<file path="src/rtl/mesm6_icache.sv">
// Direct-mapped instruction-word cache between the MESM-6 core instruction bus and memory.
// Zero-wait hits, bypassed miss data, optional sequential next-word prefetch, saturating counters.
module mesm6_icache #(
    parameter int ADDR_W   = 15,
    parameter int DATA_W   = 48,
    parameter int INDEX_W  = 4,
    parameter int PREFETCH = 1,
    parameter int CNT_W    = 16
) (
    input  logic              clk,
    input  logic              reset,
    input  logic              flush,
    input  logic              ibus_fetch,
    input  logic [ADDR_W-1:0] ibus_addr,
    output logic [DATA_W-1:0] ibus_input,
    output logic              ibus_done,
    output logic              mem_fetch,
    output logic [ADDR_W-1:0] mem_addr,
    input  logic [DATA_W-1:0] mem_input,
    input  logic              mem_done,
    output logic [CNT_W-1:0]  hit_count,
    output logic [CNT_W-1:0]  miss_count
);

    localparam int   ENTRIES = 1 << INDEX_W;
    localparam int   TAG_W   = ADDR_W - INDEX_W;
    localparam logic PF_EN   = (PREFETCH != 0);

    typedef enum logic [1:0] {S_IDLE, S_MISS, S_PREF, S_PREF_MISS} state_t;

    state_t              r_state;
    state_t              w_next;
    logic [ENTRIES-1:0]  r_valid;
    logic [TAG_W-1:0]    r_tag  [ENTRIES];
    logic [DATA_W-1:0]   r_data [ENTRIES];
    logic                r_mem_fetch;
    logic [ADDR_W-1:0]   r_mem_addr;
    logic [ADDR_W-1:0]   r_req_addr;
    logic                r_stale;
    logic [CNT_W-1:0]    r_hits;
    logic [CNT_W-1:0]    r_misses;

    logic [INDEX_W-1:0]  w_idx;
    logic [INDEX_W-1:0]  w_fidx;
    logic [ADDR_W-1:0]   w_dem1;
    logic [ADDR_W-1:0]   w_out1;
    logic                w_hit;
    logic                w_dmiss;
    logic                w_mdone;
    logic                w_same;
    logic                w_pres_dem1;
    logic                w_pres_out1;
    logic                w_demand_done;
    logic                w_issue;
    logic [ADDR_W-1:0]   w_issue_addr;
    logic                w_fill;
    logic                w_cnt_miss;

    function automatic logic [CNT_W-1:0] f_sat_inc(input logic [CNT_W-1:0] c);
        return (&c) ? c : c + CNT_W'(1);
    endfunction

    assign w_idx   = ibus_addr[INDEX_W-1:0];
    assign w_fidx  = r_mem_addr[INDEX_W-1:0];
    assign w_dem1  = ibus_addr + ADDR_W'(1);
    assign w_out1  = r_mem_addr + ADDR_W'(1);
    assign w_hit   = ibus_fetch & r_valid[w_idx] & (r_tag[w_idx] == ibus_addr[ADDR_W-1:INDEX_W]);
    assign w_dmiss = ibus_fetch & ~w_hit;
    // Only a reply to a request we still hold counts; stray replies after reset are dropped.
    assign w_mdone = mem_done & r_mem_fetch;
    assign w_same  = (ibus_addr == r_mem_addr);

    // A line being flushed this cycle is not worth skipping a prefetch for.
    assign w_pres_dem1 = ~flush & r_valid[w_dem1[INDEX_W-1:0]]
                         & (r_tag[w_dem1[INDEX_W-1:0]] == w_dem1[ADDR_W-1:INDEX_W]);
    assign w_pres_out1 = ~flush & r_valid[w_out1[INDEX_W-1:0]]
                         & (r_tag[w_out1[INDEX_W-1:0]] == w_out1[ADDR_W-1:INDEX_W]);

    assign w_demand_done = w_mdone & ((r_state == S_MISS)
                         | ((r_state == S_PREF) & w_dmiss & w_same));

    always_ff @(posedge clk) begin
        if (reset) r_state <= S_IDLE;
        else       r_state <= w_next;
    end

    always_comb begin
        w_next = r_state;
        case (r_state)
            S_IDLE: begin
                if (w_dmiss)                             w_next = S_MISS;
                else if (w_hit && PF_EN && !w_pres_dem1) w_next = S_PREF;
            end
            S_MISS: begin
                if (w_mdone) w_next = (PF_EN && !w_pres_out1) ? S_PREF : S_IDLE;
            end
            S_PREF: begin
                // Demand for the word already in flight simply adopts that request.
                if (w_dmiss && w_same)
                    w_next = w_mdone ? ((PF_EN && !w_pres_out1) ? S_PREF : S_IDLE) : S_MISS;
                else if (w_dmiss)
                    w_next = w_mdone ? S_MISS : S_PREF_MISS;
                else if (w_mdone)
                    w_next = S_IDLE;
            end
            S_PREF_MISS: begin
                if (w_mdone) w_next = S_MISS;
            end
            default: w_next = S_IDLE;
        endcase
    end

    always_comb begin
        ibus_done    = w_hit | w_demand_done;
        ibus_input   = w_hit ? r_data[w_idx] : (w_demand_done ? mem_input : '0);
        w_issue      = (r_state == S_IDLE) ? (w_next != S_IDLE) : (w_mdone && (w_next != S_IDLE));
        w_issue_addr = (w_next == S_PREF) ? ((r_state == S_IDLE) ? w_dem1 : w_out1)
                                          : ((r_state == S_PREF_MISS) ? r_req_addr : ibus_addr);
        w_fill       = w_mdone && (r_state != S_IDLE);
        w_cnt_miss   = w_dmiss && ((r_state == S_IDLE) || (r_state == S_PREF));
    end

    always_ff @(posedge clk) begin
        if (reset) begin
            r_valid     <= '0;
            r_mem_fetch <= 1'b0;
            r_mem_addr  <= '0;
            r_stale     <= 1'b0;
            r_hits      <= '0;
            r_misses    <= '0;
        end else begin
            if (w_issue) begin
                r_mem_fetch <= 1'b1;
                r_mem_addr  <= w_issue_addr;
            end else if (w_mdone) begin
                r_mem_fetch <= 1'b0;
            end
            // A reply to a request issued before a flush may carry pre-flush memory contents.
            if (w_issue)    r_stale <= 1'b0;
            else if (flush) r_stale <= 1'b1;
            if (flush)       r_valid         <= '0;
            else if (w_fill) r_valid[w_fidx] <= ~r_stale;
            if (w_hit)      r_hits   <= f_sat_inc(r_hits);
            if (w_cnt_miss) r_misses <= f_sat_inc(r_misses);
        end
    end

    always_ff @(posedge clk) begin
        if (w_fill) begin
            r_tag[w_fidx]  <= r_mem_addr[ADDR_W-1:INDEX_W];
            r_data[w_fidx] <= mem_input;
        end
        if (w_cnt_miss) r_req_addr <= ibus_addr;
    end

    assign mem_fetch  = r_mem_fetch;
    assign mem_addr   = r_mem_addr;
    assign hit_count  = r_hits;
    assign miss_count = r_misses;

endmodule
</file>
<file path="config.mk">
export PLATFORM = sky130hd
export DESIGN_NAME = mesm6_icache
export DESIGN_NICKNAME = d
export VERILOG_FILES = /design/src/rtl/mesm6_icache.sv
export SDC_FILE = /design/constraint.sdc
export NUM_CORES = 1
export LEC_CHECK = 0
export BUFFER_PORTS_ARGS = -buffer_cell sky130_fd_sc_hd__buf_2
export CAP_MARGIN = 10
export CELL_PAD_IN_SITES_DETAIL_PLACEMENT = 0
export CELL_PAD_IN_SITES_GLOBAL_PLACEMENT = 2
export CORE_ASPECT_RATIO = 0.8
export CORE_MARGIN = 10
export CORE_UTILIZATION = 50
export CTS_BUF_LIST = sky130_fd_sc_hd__clkbuf_16
export CTS_CLUSTER_DIAMETER = 80
export DETAILED_ROUTE_END_ITERATION = 7
export PLACE_DENSITY_LB_ADDON = 0.1
export SLEW_MARGIN = 20
export SYNTH_ARGS = -nofsm -noshare
export SYNTH_HDL_FRONTEND = slang
export SYNTH_SLANG_ARGS = --single-unit
</file>
<file path="constraint.sdc">
create_clock -name clk -period 12.3 [get_ports clk]
set_input_delay 0.615 -clock clk [delete_from_list [all_inputs] [get_ports clk]]
set_output_delay 0.615 -clock clk [all_outputs]
set_load 0.1 [all_outputs]
</file>
==> summary.txt <==
Status
  • Run status: completed

Drt
  • DR vias/cell: 6.24
  • 1st-pass router iterations: 5
  • Vias: 23868
  • Final WL: 114000 um
  • Drt drc: 0
  • ANT nets after route: 0
  • Post-DR wirelength/cell: 29.8 um
  • Initial drt markers: 2275

Yosys
  • Sequential-to-total area share from yosys stat: 67.8%
  • Ys async rst share: 0%
  • Synth cell types: 67
  • Post-synthesis cell count: 2389
  • Most common cell in the netlist: edfxtp_1
  • Synth area leaders: edfxtp_1, mux4_2, dfxtp_1, mux2i_1, nand2_1
  • Avg Cell Area, Syn: 18.6 um^2
  • Synth warn: 0
  • Post-synth EDFFs: 959
  • Largest family of logic cells by synthesized area: multiplexers
  • Synth Area in Adders: 0.225%
  • Syn Nets: 2465
  • Post-synthesis instance area: 44400 um^2
  • Post-synth top area cell: edfxtp_1
  • Top-area cell type share of the netlist area: 64.8%
  • Post-Synth XOR/XNOR Area: 2.10%
  • Synth cell count leaders: edfxtp_1, mux4_2, nand2_1, nor2_1, mux2i_1
  • Simple-gate share of the synthesized area: 4.34%
  • Multiplexer area fraction after synthesis: 21.0%
  • Yosys reg bits: 1026
  • Main synth FF type: edfxtp_1
  • Compound-Gate Fraction of Synth Area: 2.72%

Timing
  • Slew HR: 13.7%
  • Clock skew: 0.0184 ns
  • Tcrit/Tclk final: 51.1%
  • Worst-margin pin slew: 1.29 ns
  • Final hold vios: 0
  • Max Clk Rate: 159 MHz
  • Final TNS setup: 0 ns
  • Slew Viols, Final: 0
  • Final setup viols: 0
  • RSZ-0062 raised after global routing: false
  • Final min period: 6.29 ns

Clock tree
  • TritonCTS buffer count: 101
  • Post-CTS Resized: 0
  • CTS root buffer: clkbuf_16
  • Setup repair bufs after CTS: 0
  • CTS H-tree depth: 3
  • TritonCTS clock tree: yes
  • CTS clk-pin slew, worst paths: 0.06 ns
  • CTS sink count: 1026
  • Clk_lat worst skew: 0.68 ns
  • Clk buf depth: 3
  • Hold_buf cts: 0

Global route
  • GRT Total Usage: 22.3%
  • GR Layer Usage met3: 3.68%
  • Top Usage Layer GRT: met2
  • Number of global-route vias before repair: 24373
  • Initial antenna violation count: 2
  • Largest net degree at the start of global routing: 153
  • Met2 usage: 35.9%
  • Grt met1 use: 31.9%
  • Total grt overflow: 0
  • Global-route wire length before repair: 168000 um

Power
  • Net Switching: 1.80 mW
  • Internal Pwr Total: 5.84 mW
  • Power share of the clock group: 39.6%
  • Static leakage: 16.1 nW
  • Comb power frac: 9.5%
  • Switching Share: 23.6%
  • Sequential share of power: 50.9%
  • VDD IR-drop max: 0.000117 V
  • Pwr/cell area: 153 nW/um^2

Die
  • Ports: 165
  • Chip Width: 353 um
  • Core Area: 87900 um^2
  • Number of core rows: 97
  • Full die area: 101000 um^2
  • Initial Util: 50.6%
  • Die H: 287 um

Setup path
  • Worst setup EP type: primary output
  • Worst EP arrival: 5.67 ns
  • Largest fanout on the critical path: 128
  • CP startpoint kind: input port
  • Critical Path RT: 11.69 ns
  • Worst setup path category: in -> out

Finish
  • Synth-to-layout area growth: 12.4%
  • Fillers: 6761
  • Final Util: 56.8%
  • Share of cells above drive strength 1: 29.6%
  • Final net count: 2627

Worst hold path
  • HP Class: in -> reg

Place
  • Port Buffer Count: 164
  • DP HPWL: 63000 um
  • GP Congestion: 0.827

Run
  • Count of max-cap constraint violations: 0
per-stage QoR:
stage	power (mW)	instances	hold WS [ns]	setup slack [ns]	area [um^2]
2_1_floorplan	4.45	2389	0.468	5.97	44400
3_3_place_gp	4.68	3635	0.480	6.12	46600
3_5_place_dp	4.69	3635	0.502	6.06	46600
4_1_cts	7.71	3822	0.221	6.05	49900
5_1_grt	7.89	3823	0.261	5.75	49900
6_report	7.64	3824	0.257	6.01	49900
power by group through the flow:
| stage | registers [mW] | logic [mW] | clock network (mW) |
|---|---|---|---|
| after floorplan | 3.99 | 0.460 | 0 |
| after global placement | 3.96 | 0.725 | 0 |
| after detailed placement | 3.96 | 0.728 | 0 |
| after CTS | 3.89 | 0.731 | 3.09 |
| after global routing | 3.89 | 0.773 | 3.23 |
| final | 3.89 | 0.727 | 3.03 |
flip-flops by register name, summed over array words and instances, names as in the netlist:
name,count
r_data,768
r_tag,176
hit_count,16
miss_count,16
r_valid,16
mem_addr,15
r_req_addr,15
r_state,2
mem_fetch,1
r_stale,1
cell type report:
type	instances	area [um^2]	share of cell area [%]
clock inverters	84	677	1.36
multi-input cells	1192	13700	27.5
repair buffers	215	1270	2.55
clock buffers	103	2580	5.16
well taps	1188	1490	2.98
flip-flops and latches	1026	30100	60.4
diodes	1	2.50	0.00501
inverters	15	58.8	0.118
cells by family (layout without fill, tap and decap cells):
logic type | after synthesis | after routing
other cells | 0 | 1
compound gates | 182 | 182
buf+inv | 171 | 417
mux | 468 | 468
xor+xnor | 105 | 105
fa+ha+maj | 8 | 8
flops | 1026 | 1026
simple gates | 429 | 429
cells in the final DEF, fill, tap and decap left out, types with 49 or more instances in the layout:
cell type  synthesis  routed
edfxtp_1         959     959
mux4_2           372     372
nand2_1          200     200
buf_2             28     161
clkbuf_16          0     103
mux2i_1           90      90
nor2_1            98      85
xnor2_1           69      68
dfxtp_1           67      66
o21ai_0           64      64
buf_4              9      49
final timing paths:
kind	start	end	slack, ns	depth (start not counted)
setup / recovery	ibus_addr[0]	ibus_input[46]	6.01	12
hold / removal	mem_done	mem_fetch$_SDFFE_PP0P_	0.26	3
setup reg to reg	mem_addr[0]$_SDFFE_PP0P_	mem_addr[4]$_SDFFE_PP0P_	7.04	13
hold reg to reg	miss_count[11]$_SDFFE_PP0P_	miss_count[11]$_SDFFE_PP0P_	0.50	2
critical path: stages:
cell and delay, ns:
buf_8 0.55, buf_12 0.75, mux4_2 0.61, mux2i_1 0.24
xor2_1 0.34, o211ai_1 0.16, a211o_1 0.36, a2111oi_4 0.36
buf_4 0.57, nand2_1 0.10, o21ai_0 0.16, buf_2 0.49
routing by layer:
metal,up-vias,wire length (um)
li1,10097,-
met1,12740,49000
met2,847,55400
met3,182,7130
met4,2,2520
met5,-,12
Power figures use the tool's default switching activity.
